### src/rtl/sa_tile_ctrl_if.sv
// Command / operand-buffer / PE-array / writeback signal bundle for sa_tile_ctrl.
// master: command source and writeback sink side; slave: the tile controller.
interface sa_tile_ctrl_if #(
  parameter int SIDE      = 8,
  parameter int KLEN_BITS = 16
);
  localparam int ROW_W = $clog2(SIDE);

  logic                 cmd_valid;
  logic                 cmd_ready;
  logic [KLEN_BITS-1:0] cmd_k_len;
  logic                 cmd_acc_clr;
  logic                 buf_rd_en;
  logic [KLEN_BITS-1:0] buf_rd_addr;
  logic                 pe_feed_valid;
  logic                 pe_acc_clr;
  logic                 pe_drain;
  logic [ROW_W-1:0]     drain_row;
  logic                 res_valid;
  logic                 res_ready;
  logic                 busy;
  logic                 done;
  logic                 err_zero_len;

  modport slave (
    input  cmd_valid, cmd_k_len, cmd_acc_clr, res_ready,
    output cmd_ready, buf_rd_en, buf_rd_addr, pe_feed_valid, pe_acc_clr,
           pe_drain, drain_row, res_valid, busy, done, err_zero_len
  );

  modport master (
    output cmd_valid, cmd_k_len, cmd_acc_clr, res_ready,
    input  cmd_ready, buf_rd_en, buf_rd_addr, pe_feed_valid, pe_acc_clr,
           pe_drain, drain_row, res_valid, busy, done, err_zero_len
  );
endinterface

### src/rtl/sa_tile_ctrl.sv
// Tile sequencer for a SIDE x SIDE systolic PE array: accepts a command of
// reduction length K, streams K operand reads, flushes the skewed wavefront,
// drains SIDE result rows under backpressure and pulses done.
// Optional build macro SA_CTRL_PERF_EN adds perf_cycles / perf_stalls counters.
//
// state   | meaning
// --------+-----------------------------------------------------------
// S_IDLE  | cmd_ready=1, waiting for a tile command
// S_FEED  | K cycles of operand reads, addr 0..K-1
// S_FLUSH | 2*(SIDE-1)+RD_LAT cycles for delayed feeds and skew to settle
// S_DRAIN | present result rows 0..SIDE-1, one per res_valid&res_ready
// S_DONE  | one-cycle done pulse (err_zero_len too if K was 0)
module sa_tile_ctrl #(
  parameter int SIDE      = 8,
  parameter int KLEN_BITS = 16,
  parameter int RD_LAT    = 1
) (
  input  logic          clk,
  input  logic          rst,
  sa_tile_ctrl_if.slave bus
`ifdef SA_CTRL_PERF_EN
  ,
  output logic [31:0]   perf_cycles,
  output logic [31:0]   perf_stalls
`endif
);

  localparam int ROW_W     = $clog2(SIDE);
  localparam int FLUSH_LEN = 2 * (SIDE - 1) + RD_LAT;
  localparam int FL_W      = $clog2(FLUSH_LEN);

  localparam logic [FL_W-1:0]      FL_LOAD  = FL_W'(FLUSH_LEN - 1);
  localparam logic [ROW_W-1:0]     ROW_LAST = ROW_W'(SIDE - 1);
  localparam logic [ROW_W-1:0]     ROW_ONE  = ROW_W'(1);
  localparam logic [KLEN_BITS-1:0] K_ONE    = KLEN_BITS'(1);
  localparam logic [FL_W-1:0]      FL_ONE   = FL_W'(1);

  typedef enum logic [2:0] {
    S_IDLE,
    S_FEED,
    S_FLUSH,
    S_DRAIN,
    S_DONE
  } state_t;

  state_t               r_state;
  state_t               w_next;
  logic [KLEN_BITS-1:0] r_k_last;
  logic [KLEN_BITS-1:0] r_k_cnt;
  logic                 r_acc_clr;
  logic                 r_zero;
  logic [FL_W-1:0]      r_fl_cnt;
  logic [ROW_W-1:0]     r_row;
  logic [RD_LAT-1:0]    r_dly;

  logic w_accept;
  logic w_cmd_ready;
  logic w_rd_en;
  logic w_acc_clr_p;
  logic w_drain;
  logic w_res_valid;
  logic w_done;
  logic w_err;

  // State register
  always_ff @(posedge clk) begin
    if (rst) r_state <= S_IDLE;
    else     r_state <= w_next;
  end

  // Next-state and Moore/Mealy outputs
  always_comb begin
    w_next      = r_state;
    w_cmd_ready = 1'b0;
    w_rd_en     = 1'b0;
    w_acc_clr_p = 1'b0;
    w_drain     = 1'b0;
    w_res_valid = 1'b0;
    w_done      = 1'b0;
    w_err       = 1'b0;
    case (r_state)
      S_IDLE: begin
        w_cmd_ready = 1'b1;
        if (bus.cmd_valid) begin
          w_next = (bus.cmd_k_len == '0) ? S_DONE : S_FEED;
        end
      end
      S_FEED: begin
        w_rd_en     = 1'b1;
        w_acc_clr_p = r_acc_clr && (r_k_cnt == '0);
        if (r_k_cnt == r_k_last) w_next = S_FLUSH;
      end
      S_FLUSH: begin
        if (r_fl_cnt == '0) w_next = S_DRAIN;
      end
      S_DRAIN: begin
        w_res_valid = 1'b1;
        w_drain     = bus.res_ready;
        if (bus.res_ready && (r_row == ROW_LAST)) w_next = S_DONE;
      end
      S_DONE: begin
        w_done = 1'b1;
        w_err  = r_zero;
        w_next = S_IDLE;
      end
      default: w_next = S_IDLE;
    endcase
  end

  assign w_accept = w_cmd_ready && bus.cmd_valid;

  // Command latch, k / flush / row counters and the read-to-feed delay line
  always_ff @(posedge clk) begin
    if (rst) begin
      r_k_last  <= '0;
      r_k_cnt   <= '0;
      r_acc_clr <= 1'b0;
      r_zero    <= 1'b0;
      r_fl_cnt  <= '0;
      r_row     <= '0;
      r_dly     <= '0;
    end else begin
      if (w_accept) begin
        r_k_last  <= bus.cmd_k_len - K_ONE;
        r_acc_clr <= bus.cmd_acc_clr;
        r_zero    <= (bus.cmd_k_len == '0);
        r_k_cnt   <= '0;
        r_row     <= '0;
      end
      // k index stops at K-1 so a maximal K never wraps the address
      if ((r_state == S_FEED) && (r_k_cnt != r_k_last)) r_k_cnt <= r_k_cnt + K_ONE;
      if (r_state == S_DONE) begin
        r_k_cnt <= '0;
        r_row   <= '0;
      end
      // flush timer: loaded throughout FEED, counts down to terminal 0 in FLUSH
      if (r_state == S_FEED)                         r_fl_cnt <= FL_LOAD;
      else if ((r_state == S_FLUSH) && (r_fl_cnt != '0)) r_fl_cnt <= r_fl_cnt - FL_ONE;
      if (w_drain && (r_row != ROW_LAST)) r_row <= r_row + ROW_ONE;
      r_dly[0] <= w_rd_en;
      for (int i = 1; i < RD_LAT; i++) r_dly[i] <= r_dly[i-1];
    end
  end

  assign bus.cmd_ready     = w_cmd_ready;
  assign bus.buf_rd_en     = w_rd_en;
  assign bus.buf_rd_addr   = r_k_cnt;
  assign bus.pe_feed_valid = r_dly[RD_LAT-1];
  assign bus.pe_acc_clr    = w_acc_clr_p;
  assign bus.pe_drain      = w_drain;
  assign bus.drain_row     = r_row;
  assign bus.res_valid     = w_res_valid;
  assign bus.busy          = (r_state != S_IDLE);
  assign bus.done          = w_done;
  assign bus.err_zero_len  = w_err;

`ifdef SA_CTRL_PERF_EN
  // Saturating busy-cycle and drain-stall counters, cleared on accept
  always_ff @(posedge clk) begin
    if (rst || w_accept) begin
      perf_cycles <= '0;
      perf_stalls <= '0;
    end else begin
      if ((r_state != S_IDLE) && (perf_cycles != '1)) perf_cycles <= perf_cycles + 32'd1;
      if ((r_state == S_DRAIN) && !bus.res_ready && (perf_stalls != '1))
        perf_stalls <= perf_stalls + 32'd1;
    end
  end
`endif

endmodule
### src/flat_wrapper.sv
// flat-port wrapper written by rule: the top's interface ports become plain ports
module sa_tile_ctrl_flat 
#(
  parameter int SIDE      = 8,
  parameter int KLEN_BITS = 16,
  parameter int RD_LAT    = 1
)
  (clk, rst, bus_cmd_valid, bus_cmd_k_len, bus_cmd_acc_clr, bus_res_ready, bus_cmd_ready, bus_buf_rd_en, bus_buf_rd_addr, bus_pe_feed_valid, bus_pe_acc_clr, bus_pe_drain, bus_drain_row, bus_res_valid, bus_busy, bus_done, bus_err_zero_len);
  sa_tile_ctrl_if #(.SIDE(SIDE), .KLEN_BITS(KLEN_BITS)) bus_i ();
  input  logic clk;
  input  logic rst;
  input wire logic [$bits(bus_i.cmd_valid)-1:0] bus_cmd_valid;
  input wire logic [$bits(bus_i.cmd_k_len)-1:0] bus_cmd_k_len;
  input wire logic [$bits(bus_i.cmd_acc_clr)-1:0] bus_cmd_acc_clr;
  input wire logic [$bits(bus_i.res_ready)-1:0] bus_res_ready;
  output wire logic [$bits(bus_i.cmd_ready)-1:0] bus_cmd_ready;
  output wire logic [$bits(bus_i.buf_rd_en)-1:0] bus_buf_rd_en;
  output wire logic [$bits(bus_i.buf_rd_addr)-1:0] bus_buf_rd_addr;
  output wire logic [$bits(bus_i.pe_feed_valid)-1:0] bus_pe_feed_valid;
  output wire logic [$bits(bus_i.pe_acc_clr)-1:0] bus_pe_acc_clr;
  output wire logic [$bits(bus_i.pe_drain)-1:0] bus_pe_drain;
  output wire logic [$bits(bus_i.drain_row)-1:0] bus_drain_row;
  output wire logic [$bits(bus_i.res_valid)-1:0] bus_res_valid;
  output wire logic [$bits(bus_i.busy)-1:0] bus_busy;
  output wire logic [$bits(bus_i.done)-1:0] bus_done;
  output wire logic [$bits(bus_i.err_zero_len)-1:0] bus_err_zero_len;
  assign bus_i.cmd_valid = bus_cmd_valid;
  assign bus_i.cmd_k_len = bus_cmd_k_len;
  assign bus_i.cmd_acc_clr = bus_cmd_acc_clr;
  assign bus_i.res_ready = bus_res_ready;
  assign bus_cmd_ready = bus_i.cmd_ready;
  assign bus_buf_rd_en = bus_i.buf_rd_en;
  assign bus_buf_rd_addr = bus_i.buf_rd_addr;
  assign bus_pe_feed_valid = bus_i.pe_feed_valid;
  assign bus_pe_acc_clr = bus_i.pe_acc_clr;
  assign bus_pe_drain = bus_i.pe_drain;
  assign bus_drain_row = bus_i.drain_row;
  assign bus_res_valid = bus_i.res_valid;
  assign bus_busy = bus_i.busy;
  assign bus_done = bus_i.done;
  assign bus_err_zero_len = bus_i.err_zero_len;
  sa_tile_ctrl #(.SIDE(SIDE), .KLEN_BITS(KLEN_BITS), .RD_LAT(RD_LAT)) u_core (.clk(clk), .rst(rst), .bus(bus_i));
endmodule
### config.mk
export PLATFORM = sky130hd
export DESIGN_NAME = sa_tile_ctrl_flat
export DESIGN_NICKNAME = d
export VERILOG_FILES = /design/src/rtl/sa_tile_ctrl_if.sv /design/src/rtl/sa_tile_ctrl.sv /design/src/flat_wrapper.sv
export SDC_FILE = /design/constraint.sdc
export NUM_CORES = 1
export LEC_CHECK = 0
export ABC_AREA = 1
export CORE_UTILIZATION = 25
export CTS_BUF_LIST = sky130_fd_sc_hd__clkbuf_2 sky130_fd_sc_hd__clkbuf_4 sky130_fd_sc_hd__clkbuf_8
export CTS_CLUSTER_DIAMETER = 120
export DETAILED_ROUTE_END_ITERATION = 10
export DONT_BUFFER_PORTS = 1
export PLACE_DENSITY = 0.39
export REMOVE_ABC_BUFFERS = 1
export SETUP_SLACK_MARGIN = 0.4
export SLEW_MARGIN = 20
export SYNTH_ARGS = -nofsm -noshare
export SYNTH_HDL_FRONTEND = slang
export SYNTH_SLANG_ARGS = --single-unit
### constraint.sdc
create_clock -name clk -period 2.4 [get_ports clk]
set_clock_uncertainty 0.2 [all_clocks]
set_input_delay 0.48 -clock clk [delete_from_list [all_inputs] [get_ports clk]]
set_output_delay 0.48 -clock clk [all_outputs]
set_load 0.05 [all_outputs]
; Word level (Yosys, flattened, before mapping)
; Index checks and enable logic that the tools add are counted.
[op_classes]
n_addsub = 4
n_eq_ne = 12
n_mux = 20
n_reduce_logical = 18
[op_table]
columns = cell, count
row1 = logical NOT 16 bit, 2
row2 = two-way mux 16 bit, 2
row3 = two-way mux 3 bit, 8
row4 = "adder 16 x 1 -> 16 bit, second input constant", 1
row5 = == test 16 bit, 1
row6 = inequality test 16 bit, 1
row7 = "subtractor 16 x 1 -> 16 bit, second input constant", 1
row8 = case mux 3 bit (4 select lines), 1
row9 = two-way mux 4 bit, 2
row10 = two-way mux 1 bit, 7
row11 = "== test 3 x 2 -> 1 bit, second input constant", 2
row12 = "== test 3 bit, second input constant", 2
row13 = logical AND 1 bit, 6
row14 = "inequality test 2 x 1 -> 1 bit, second input constant", 3
row15 = nonzero test 3 bit, 2
row16 = logical NOT 4 bit, 1
row17 = AND reduction 4 bit, 1
row18 = nonzero test 2 bit, 2
row19 = nonzero test 4 bit, 1
row20 = OR reduction 2 bit, 2
row21 = "subtractor 4 x 1 -> 4 bit, second input constant", 1
row22 = "adder 3 x 1 -> 3 bit, second input constant", 1
row23 = "== test 3 x 1 -> 1 bit, second input constant", 1
row24 = logical NOT 3 bit, 1
row25 = 2 further kinds, 2
[word_totals]
regBits = 45
out_inout_bits = 28
word_cells = 63

; Logic depth before layout (Yosys ltp)
; Gate-level depths: netlist of run 1.
[depth]
word_depth = 6
mapped_depth = 13

; Worst setup path after synthesis of run 1
; Ideal clock, no wire load.
[synth_timing]
path_kind = register to output
startpoint = register u_core.r_k_cnt[0], in the netlist u_core.bus.buf_rd_addr[0]
endpoint = output bus_pe_acc_clr
arrival_ns = 2.440
required_ns = 1.720
slack_ns = -0.720
stages_incl_launch_ff = 5
path_buffers = 0
path_cell_list = dfxtp_1 inv_1 ha_1 nand4_1 nor4_1
[synth_between]
elab_chain_len = 3
[synth_lines]
columns = item, line_no
row1 = from (decl), sa_tile_ctrl.sv:49  ; logic [KLEN_BITS-1:0] r_k_cnt;
row2 = from (signal assigned), sa_tile_ctrl.sv:131  ; if ((r_state == S_FEED) && (r_k_cnt != r_k_last)) r_k_cnt <= r_k_cnt + K_ONE;
row3 = logical NOT 16 bit, sa_tile_ctrl.sv:90  ; w_acc_clr_p = r_acc_clr && (r_k_cnt == '0);
row4 = logical AND 1 bit, sa_tile_ctrl.sv:90
row5 = two-way mux 1 bit, sa_tile_ctrl.sv:81  ; case (r_state)
row6 = to (decl), flat_wrapper.sv:20  ; output wire logic [$bits(bus_i.pe_acc_clr)-1:0] bus_pe_acc_clr;
; No other way between the ends.

; Final worst setup path of run 1
[layout_timing]
startpoint = register u_core.r_state[0]
endpoint = output bus_pe_acc_clr
[layout_between]
elab_chain_len = 2
[layout_lines]
columns = item, line_no
row1 = from (decl), sa_tile_ctrl.sv:46  ; state_t r_state;
row2 = from (signal assigned), sa_tile_ctrl.sv:68  ; else r_state <= w_next;
row3 = == test 3 x 1 -> 1 bit, sa_tile_ctrl.sv:81
row4 = two-way mux 1 bit, sa_tile_ctrl.sv:81
; No other way between the ends.

==> results of run 1 <==
==> area by class of cell <==
cell class | count | area [µm²]
Fill cell | 1227 | 7380
Inverter | 69 | 269
Multi-Input combinational cell | 327 | 1700
Tap cell | 140 | 175
Clock buffer | 8 | 91.3
Sequential cell | 45 | 918
Timing Repair Buffer | 50 | 399
==> sequential cells by signal (all words and copies together) (netlist names) <==
name,cells
u_core.bus.buf_rd_addr,16
u_core.r_k_last,16
u_core.r_fl_cnt,4
u_core.bus.drain_row,3
u_core.r_state,3
u_core.bus.pe_feed_valid,1
u_core.r_acc_clr,1
u_core.r_zero,1
==> through the flow <==
step	hold slack, ns	setup TNS (ns)	instance area (µm²)	total power (µW)
after CTS	0.0301	0	3340	2820
after floorplan	0.258	-2.81	2760	1930
final	0.0369	0	3560	3080
after global placement	0.292	0	3210	2260
after detailed placement	0.293	0	3210	2260
after global routing	0.0239	0	3560	3300
==> synth_stat cells (6+ instances only) <==
cell,count
a21oi_1,36
buf_2,6
dfxtp_1,45
ha_1,7
inv_1,66
nand2_1,110
nand3_1,36
nand4_1,16
nor2_1,48
nor3_1,12
o21ai_0,32
xor2_1,6
==> cell families (layout without fill, tap and decap cells) <==
logic type | count (synthesis) | after routing | share of synthesized area (%)
xor+xnor | 11 | 11 | 3.40
flops | 45 | 45 | 31.8
buf+inv | 82 | 127 | 11.5
compound gates | 74 | 74 | 13.5
fa+ha+maj | 7 | 7 | 3.09
simple gates | 233 | 235 | 36.6
==> cells in the final DEF, fill, tap and decap left out, types with 5 or more instances in the layout <==
cell | Yosys | final
buf_4 | 0 | 46
xnor2_1 | 5 | 5
inv_2 | 3 | 8
dfxtp_2 | 0 | 8
nor2_1 | 48 | 45
nand2_1 | 110 | 109
o21ai_0 | 32 | 32
clkbuf_8 | 0 | 5
nand3_1 | 36 | 35
nor3_1 | 12 | 9
a21oi_1 | 36 | 35
ha_1 | 7 | 6
inv_1 | 66 | 58
xor2_1 | 6 | 6
dfxtp_1 | 45 | 35
nand4_1 | 16 | 16
==> power by group <==
part           switching (µW)  leakage, µW  internal, µW  total [µW]
logic                     987      0.00114           550        1540
registers                 130     0.000373           900        1030
clock network             267    0.0000498           242         509
total                    1380      0.00156          1690        3080
==> repair_timing <==
item                       4_1_cts  5_1_grt
buffers inserted                 0       16
gates resized for setup         15       28
gates cloned                     0        2
setup endpoints to repair        8       27
pin swaps                        2        8
==> worst max path at each step <==
stage | depth (start not counted) | from | to
6_report | 5 | u_core.r_state[0] | bus_pe_acc_clr
4_1_cts | 6 | u_core.bus.buf_rd_addr[12] | bus_pe_acc_clr
5_1_grt | 5 | u_core.r_state[0] | bus_pe_acc_clr
3_5_place_dp | 8 | bus_cmd_k_len[1] | u_core.r_k_last[12]
2_1_floorplan | 4 | u_core.r_state[0] | bus_pe_acc_clr
3_3_place_gp | 8 | bus_cmd_k_len[1] | u_core.r_k_last[12]
==> layer usage <==
| layer | part of all wire (%) | GRT usage [%] |
|---|---|---|
| met1 | 49 | 20.7 |
| met5 | 0 | 0 |
| met2 | 45 | 24.0 |
| met3 | 5.4 | 3.13 |
| met4 | 1.0 | 3.19 |
==> qor.txt, run 1 <==
post-synth cell types: 30
die width: 108 µm
Reg2Reg Setup Slack: 0.49 ns
final period utilization: 90.9%
Routed WL per cell: 13.9 µm
HPWL after detailed placement: 6.47 mm
Post-Syn Area: 2830 µm²
worst vdd ir: 0.000264 V
Initial Util: 25.9%
endpoint class of the critical path: output pin
drt first-iter violations: 156
reg2reg end: u_core.bus.buf_rd_addr[14]
CP Max Fanout: 3
worst-path cell chain: inv_4 -> nor3_4 -> inv_2 -> nor4_4 -> buf_6
Setup-failing EPs final: 0
Buf+Inv Stages, Crit Path: 3
main area contributors after synthesis: dfxtp_1 (32%), nand2_1 (15%), inv_1 (8.7%)
detailed-route via count: 2951
grt ovf: 0
RD Place Congestion: 0.821
H-tree levels: 2
post-synth top area share: 31.8%
critical path class: register to output pin
slew margin rel.: 62.9%
maxcap violations: 0
share of cells above drive strength 1: 20.2%
Num CTS Buffers: 5
worst hold path type: input port to register
crit path DAT: 1.50 ns
Worst path slowest cell: dfxtp_4
FFs w/ async S/R, synth: 0%
clk sinks: 45
Clk pin slew, worst setup/hold paths: 0.09 ns
Max Buffers Root-to-Sink: 2
Post-Route WL: 8.86 mm
cell family contributing the most delay on the critical path: simple AND/OR/NAND/NOR gates
Die Y: 108 µm
final worst slack: 0.219 ns
Worst Hold Path EP: u_core.r_state[1]
Cell Pwr Density: 865 nW/µm²
highest clock rate: 458 MHz
io pins: 49
Post-CTS Hold Buffers: 0
Synth Flop Type: dfxtp_1
Pre-antenna DRT Iters: 4
die area: 11800 µm²
status: finished, final reports clean
Seq/Total Area, Yosys: 31.8%
r2r worst-path depth: 10
hold depth: 1
Final ANT Viol Nets: 0
Pleak: 0.00156 µW
initial antenna violation count: 0
Post-synth EDFFs: 0
Site Rows: 38
fin crit period: 2.18 ns
vias in the first global route: 2639
max incr delay on CP: 0.38 ns
final core utilization: 32.5%
Tightest Pin Transition: 0.556 ns
Syn Inst Count: 452
Final Max Slew Viols: 0
core box area: 10900 µm²
hold wc startpoint: rst
n_diodes: 0
CTS tree: yes
syn_area_per_cell: 6.26 µm²
Place WS: 0.322 ns
port bufs: 0
CTS root buffer: clkbuf_8
yosys synthesis warning count: 0
Final Hold Viols: 0
DP Cell Count: 613
global-route total usage across every layer: 15.0%
Worst EP required: 1.72 ns
largest net degree at the start of global routing: 30
FF+latch count, synth: 45
CP Launch Type: register
Residual DRC: 0
RSZ-0062 raised after global routing: yes
DR vias/cell: 4.62
area grow syn2layout: 25.6%
cell taking the most area after synthesis: dfxtp_1
Final nets: 526
Worst-Skew Late Latency: 0.30 ns
Non-Filler Instances: 639
first-pass GRT wire length: 13.7 mm
worst reg2reg startpoint: u_core.bus.buf_rd_addr[1]
Power figures use the tool's default switching activity.
==> run 2, diff against run 1 <==
ABC_AREA = not set   (was 1)
==> run 2 against run 1 <==
Final area grew 7.6%; power decreased by 45%; sequential share of layout area down 1.5 points; worst setup slack got worse by 0.020 ns; wire length shrank 8.6%; critical endpoint unchanged.
==> qor.txt, run 2 <==
fin crit period: 2.20 ns
RSZ-0062 raised after global routing: yes
post-synth cell types: 64
vias in the first global route: 2489
slew margin rel.: 68.2%
r2r worst-path depth: 6
critical path class: register to output pin
CTS root buffer: clkbuf_8
io pins: 49
HPWL after detailed placement: 5.72 mm
FF+latch area: 930 µm²
top-count cell post-synth: dfxtp_1
Final Hold Viols: 0
worst vdd ir: 0.000246 V
global-route total usage across every layer: 14.4%
max incr delay on CP: 0.36 ns
part of the power in registers: 48.5%
Worst-Skew Late Latency: 0.30 ns
final period utilization: 91.7%
Tightest Pin Transition: 0.477 ns
die area: 11200 µm²
top post-synthesis cells by count: dfxtp_1 (45), nor2_1 (32), xor2_1 (21), nand2_1 (20), inv_1 (17)
Psw: 493 µW
footprint of the multi-input gates: 1890 µm²
Post-CTS Hold Buffers: 0
Site Rows: 37
Post-Route WL: 8.10 mm
clock power share: 30.1%
port bufs: 0
Routed WL per cell: 15.9 µm
fill cell count: 1053
Cell Int Power: 1190 µW
Setup-failing EPs final: 0
most common cell after layout, fill and taps aside: buf_4
cell family contributing the most delay on the critical path: simple AND/OR/NAND/NOR gates
first-pass GRT wire length: 12.8 mm
Clk pin slew, worst setup/hold paths: 0.09 ns
Worst path slowest cell: dfxtp_1
FF+latch count, synth: 45
maxcap violations: 0
DR vias/cell: 4.82
Initial Util: 26.0%
Pre-antenna DRT Iters: 4
Buf+Inv Stages, Crit Path: 2
crit path DAT: 1.52 ns
Final ANT Viol Nets: 0
CP Launch Type: register
Reg2Reg Setup Slack: 0.29 ns
Num CTS Buffers: 5
status: finished, final reports clean
Final Max Slew Viols: 0
die width: 106 µm
Final nets: 401
H-tree levels: 2
Synth Flop Type: dfxtp_1
Cell Pwr Density: 440 nW/µm²
Sw Share: 29.3%
drt first-iter violations: 100
Syn Inst Count: 315
grt ovf: 0
endpoint class of the critical path: output pin
n_diodes: 0
hold depth: 1
share of cells above drive strength 1: 40.8%
final core utilization: 36.7%
yosys synthesis warning count: 0
FFs w/ async S/R, synth: 0%
highest clock rate: 454 MHz
largest net degree at the start of global routing: 34
Pleak: 0.00149 µW
Max Buffers Root-to-Sink: 2
Residual DRC: 0
Worst EP required: 1.72 ns
core box area: 10400 µm²
CP Max Fanout: 7
initial antenna violation count: 0
critical path depth: 5
detailed-route via count: 2452
Post-synth EDFFs: 0
area grow syn2layout: 41.3%
Post-Syn Area: 2710 µm²
post-synth top area share: 33.3%
Place WS: 0.244 ns
commonest non-fill, non-tap cells in the layout: buf_4 (55), dfxtp_1 (34), nor2_1 (31)
worst-path cell chain: buf_4 -> nor4_2 -> nand2_1 -> nor2_4 -> buf_6
main area contributors after synthesis: dfxtp_1 (33%), xor2_1 (6.8%), nor2_1 (4.4%)
CTS tree: yes
final worst slack: 0.199 ns
Die Y: 106 µm
syn_area_per_cell: 8.59 µm²
RD Place Congestion: 0.769
clk sinks: 45
Seq/Total Area, Yosys: 33.3%
cell taking the most area after synthesis: dfxtp_1
worst hold path type: input port to register
Combinational Power Share: 21.4%
Final Power: 1680 µW
==> run 2: layout make-up <==
| cell class | count | area share [%] |
|---|---|---|
| multi-input combinational | 229 | 49.4 |
| sequential | 45 | 24.3 |
| inverter | 19 | 2.03 |
| tap | 136 | 4.45 |
| timing repair buffer | 73 | 17.5 |
| clock buffer | 7 | 2.36 |
==> run 2: routing by layer <==
metal	GRT usage (%)	wire length (µm)
met1	19.9	3900
met2	22.9	3780
met3	3.00	357
met4	3.37	52
met5	0	0
==> run 2: final timing paths <==
check,start,to
setup / recovery,u_core.bus.buf_rd_addr[6],bus_pe_acc_clr
hold / removal,rst,u_core.r_fl_cnt[2]
setup reg to reg,u_core.bus.buf_rd_addr[10],u_core.bus.buf_rd_addr[15]
hold reg to reg,u_core.r_zero,u_core.r_zero
==> run 2: repair_timing <==
item / in CTS / in global routing
buffers inserted: 19 / 11
resized for setup: 54 / 36
endpoints found under the setup margin: 23 / 32
pin swaps: 12 / 14
gates cloned: 0 / 1
==> run 2: power by group through the flow <==
stage / Clock (µW) / Combinational [µW] / Sequential (µW)
2_1_floorplan: 0 / 189 / 838
3_3_place_gp: 0 / 271 / 837
3_5_place_dp: 0 / 271 / 838
4_1_cts: 529 / 332 / 818
5_1_grt: 559 / 389 / 821
6_report: 507 / 359 / 816
==> run 2: cell families after synthesis <==
logic type | Yosys count | synth area share, %
mux | 1 | 0.370
compound gates | 63 | 18.1
flops | 45 | 33.3
fa+ha+maj | 7 | 3.24
buf+inv | 41 | 7.07
simple gates | 126 | 27.6
xor+xnor | 32 | 10.4
==> run 2: through the flow <==
stage / cell area, µm² / setup TNS [ns] / hold WS, ns / cells
floorplan: 2590 / -1.80 / 0.221 / 293
global placement: 3100 / 0 / 0.232 / 471
detailed placement: 3100 / 0 / 0.237 / 471
CTS: 3560 / 0 / 0.0284 / 497
global route: 3820 / 0 / 0.0248 / 509
finish: 3820 / 0 / 0.0405 / 509
==> run 3, diff against run 2 <==
CELL_PAD_IN_SITES_DETAIL_PLACEMENT = 1   (was not set)
CELL_PAD_IN_SITES_GLOBAL_PLACEMENT = 1   (was not set)
PLACE_DENSITY = 0.48   (was 0.39)
==> run 3 against run 2 <==
Core utilization increased by 0.73 points; combinational power is 8.9% higher; largest power group unchanged; clock power increased by 6.7%; final area is 2.0% higher; critical path type unchanged; non-clock buffer count shrank 6; cell count down 0.98%; worst setup slack improved by 0.014 ns; sequential power about the same; sequential share of layout area hardly changed; highest routed layer unchanged.
==> qor.txt, run 3 (synthesis gave the netlist of run 2 again) <==
RD Place Congestion: 0.757
global-route total usage across every layer: 15.2%
met2 usage: 24.2%
Worst path slowest cell: dfxtp_2
Setup-failing EPs final: 0
max incr delay on CP: 0.34 ns
CTS tree: yes
Cell Pwr Density: 447 nW/µm²
highest clock rate: 457 MHz
DR vias/cell: 4.99
core box area: 10400 µm²
Post-Route WL: 9.11 mm
Site Rows: 37
Cell Int Power: 1220 µW
endpoint class of the critical path: output pin
GR Util met3: 2.94%
grt ovf: 0
fin crit period: 2.19 ns
drt first-iter violations: 62
Initial Util: 26.0%
Clk pin slew, worst setup/hold paths: 0.09 ns
Place WS: 0.158 ns
final period utilization: 91.2%
clk sinks: 45
busiest grt layer: met2
share of cells above drive strength 1: 41.6%
first-pass GRT wire length: 13.4 mm
Die Y: 106 µm
maxcap violations: 0
critical path class: register to output pin
slew margin rel.: 68.2%
Final nets: 395
Final Power: 1740 µW
area grow syn2layout: 44.2%
Buf+Inv Stages, Crit Path: 2
commonest non-fill, non-tap cells in the layout: buf_4 (40), nor2_1 (31), dfxtp_1 (26)
die width: 106 µm
crit path DAT: 1.51 ns
vias in the first global route: 2419
die area: 11200 µm²
worst-path cell chain: buf_6 -> nor4_4 -> nand2_1 -> nor2_4 -> buf_6
Final Max Slew Viols: 0
port bufs: 0
worst vdd ir: 0.000191 V
Pre-antenna DRT Iters: 4
initial antenna violation count: 0
detailed-route via count: 2515
RSZ-0062 raised after global routing: yes
Psw: 524 µW
Sw Share: 30.1%
io pins: 49
Combinational Power Share: 22.4%
final worst slack: 0.212 ns
CP Launch Type: register
clock power share: 31.0%
Pleak: 0.00149 µW
Routed WL per cell: 18.1 µm
H-tree levels: 2
Tightest Pin Transition: 0.476 ns
part of the power in registers: 46.6%
worst hold path type: input port to register
CTS root buffer: clkbuf_8
largest net degree at the start of global routing: 35
most common cell after layout, fill and taps aside: buf_4
n_diodes: 0
Max Buffers Root-to-Sink: 2
Reg2Reg Setup Slack: 0.36 ns
status: finished, final reports clean
Residual DRC: 0
Num CTS Buffers: 5
Worst EP required: 1.72 ns
Crit path top cell by count: buf_6
CP Max Fanout: 5
Final Hold Viols: 0
Worst-Skew Late Latency: 0.30 ns
Final ANT Viol Nets: 0
met1 Use GR: 21.1%
HPWL after detailed placement: 5.94 mm
cell family contributing the most delay on the critical path: simple AND/OR/NAND/NOR gates
[run 3: cell count changes in the layout (fill, tap and decap cells not counted), sizes merged]
cell,change
clkinv,+1
clkbuf,+2
buf,-8
[run 3: power groups by stage]
stage               logic [µW]  clock network, µW  registers, µW
floorplan                  189                  0            838
global placement           266                  0            837
detailed placement         267                  0            838
CTS                        298                561            816
global route               422                586            818
finish                     391                541            813
[run 3: path summary, 6_finish.rpt]
path | startpoint | cells after the start | end
max | u_core.bus.buf_rd_addr[15] | 5 | bus_pe_acc_clr
min | rst | 1 | u_core.r_state[1]
max reg2reg | u_core.bus.buf_rd_addr[5] | 6 | u_core.bus.buf_rd_addr[15]
min reg2reg | u_core.r_zero | 2 | u_core.r_zero
[run 3: per-stage QoR]
| step | hold slack (ns) | cell area, µm² | cells | TNS, ns | util (%) |
|---|---|---|---|---|---|
| 2_1_floorplan | 0.221 | 2590 | 293 | -1.80 | - |
| 3_3_place_gp | 0.232 | 3080 | 468 | 0 | 29.5 |
| 3_5_place_dp | 0.242 | 3080 | 468 | 0 | 29.5 |
| 4_1_cts | 0.0253 | 3420 | 485 | 0 | 32.9 |
| 5_1_grt | 0.0185 | 3900 | 504 | 0 | 37.5 |
| 6_report | 0.0387 | 3900 | 504 | 0 | 37.5 |
[run 3: per-layer routing]
layer  part of all wire (%)  vias up
li1                       -     1241
met1                     45     1224
met2                     50       44
met3                    4.4        6
met4                   0.92        0
met5                      0        -
[run 3: layout make-up]
cell class	instances	area (µm²)
fillers	1192	6520
multi-input cells	229	1900
flip-flops and latches	45	947
repair buffers	67	704
well taps	136	170
clock buffers	7	96.3
inverters	19	78.8
clock inverters	1	5.00
[run 3: timing repair]
action	4_1_cts	5_1_grt
pin swaps	12	13
hold buffers	0	0
buffers inserted	8	14
gates cloned	1	5
resized for setup	56	63
endpoints found under the setup margin	42	33
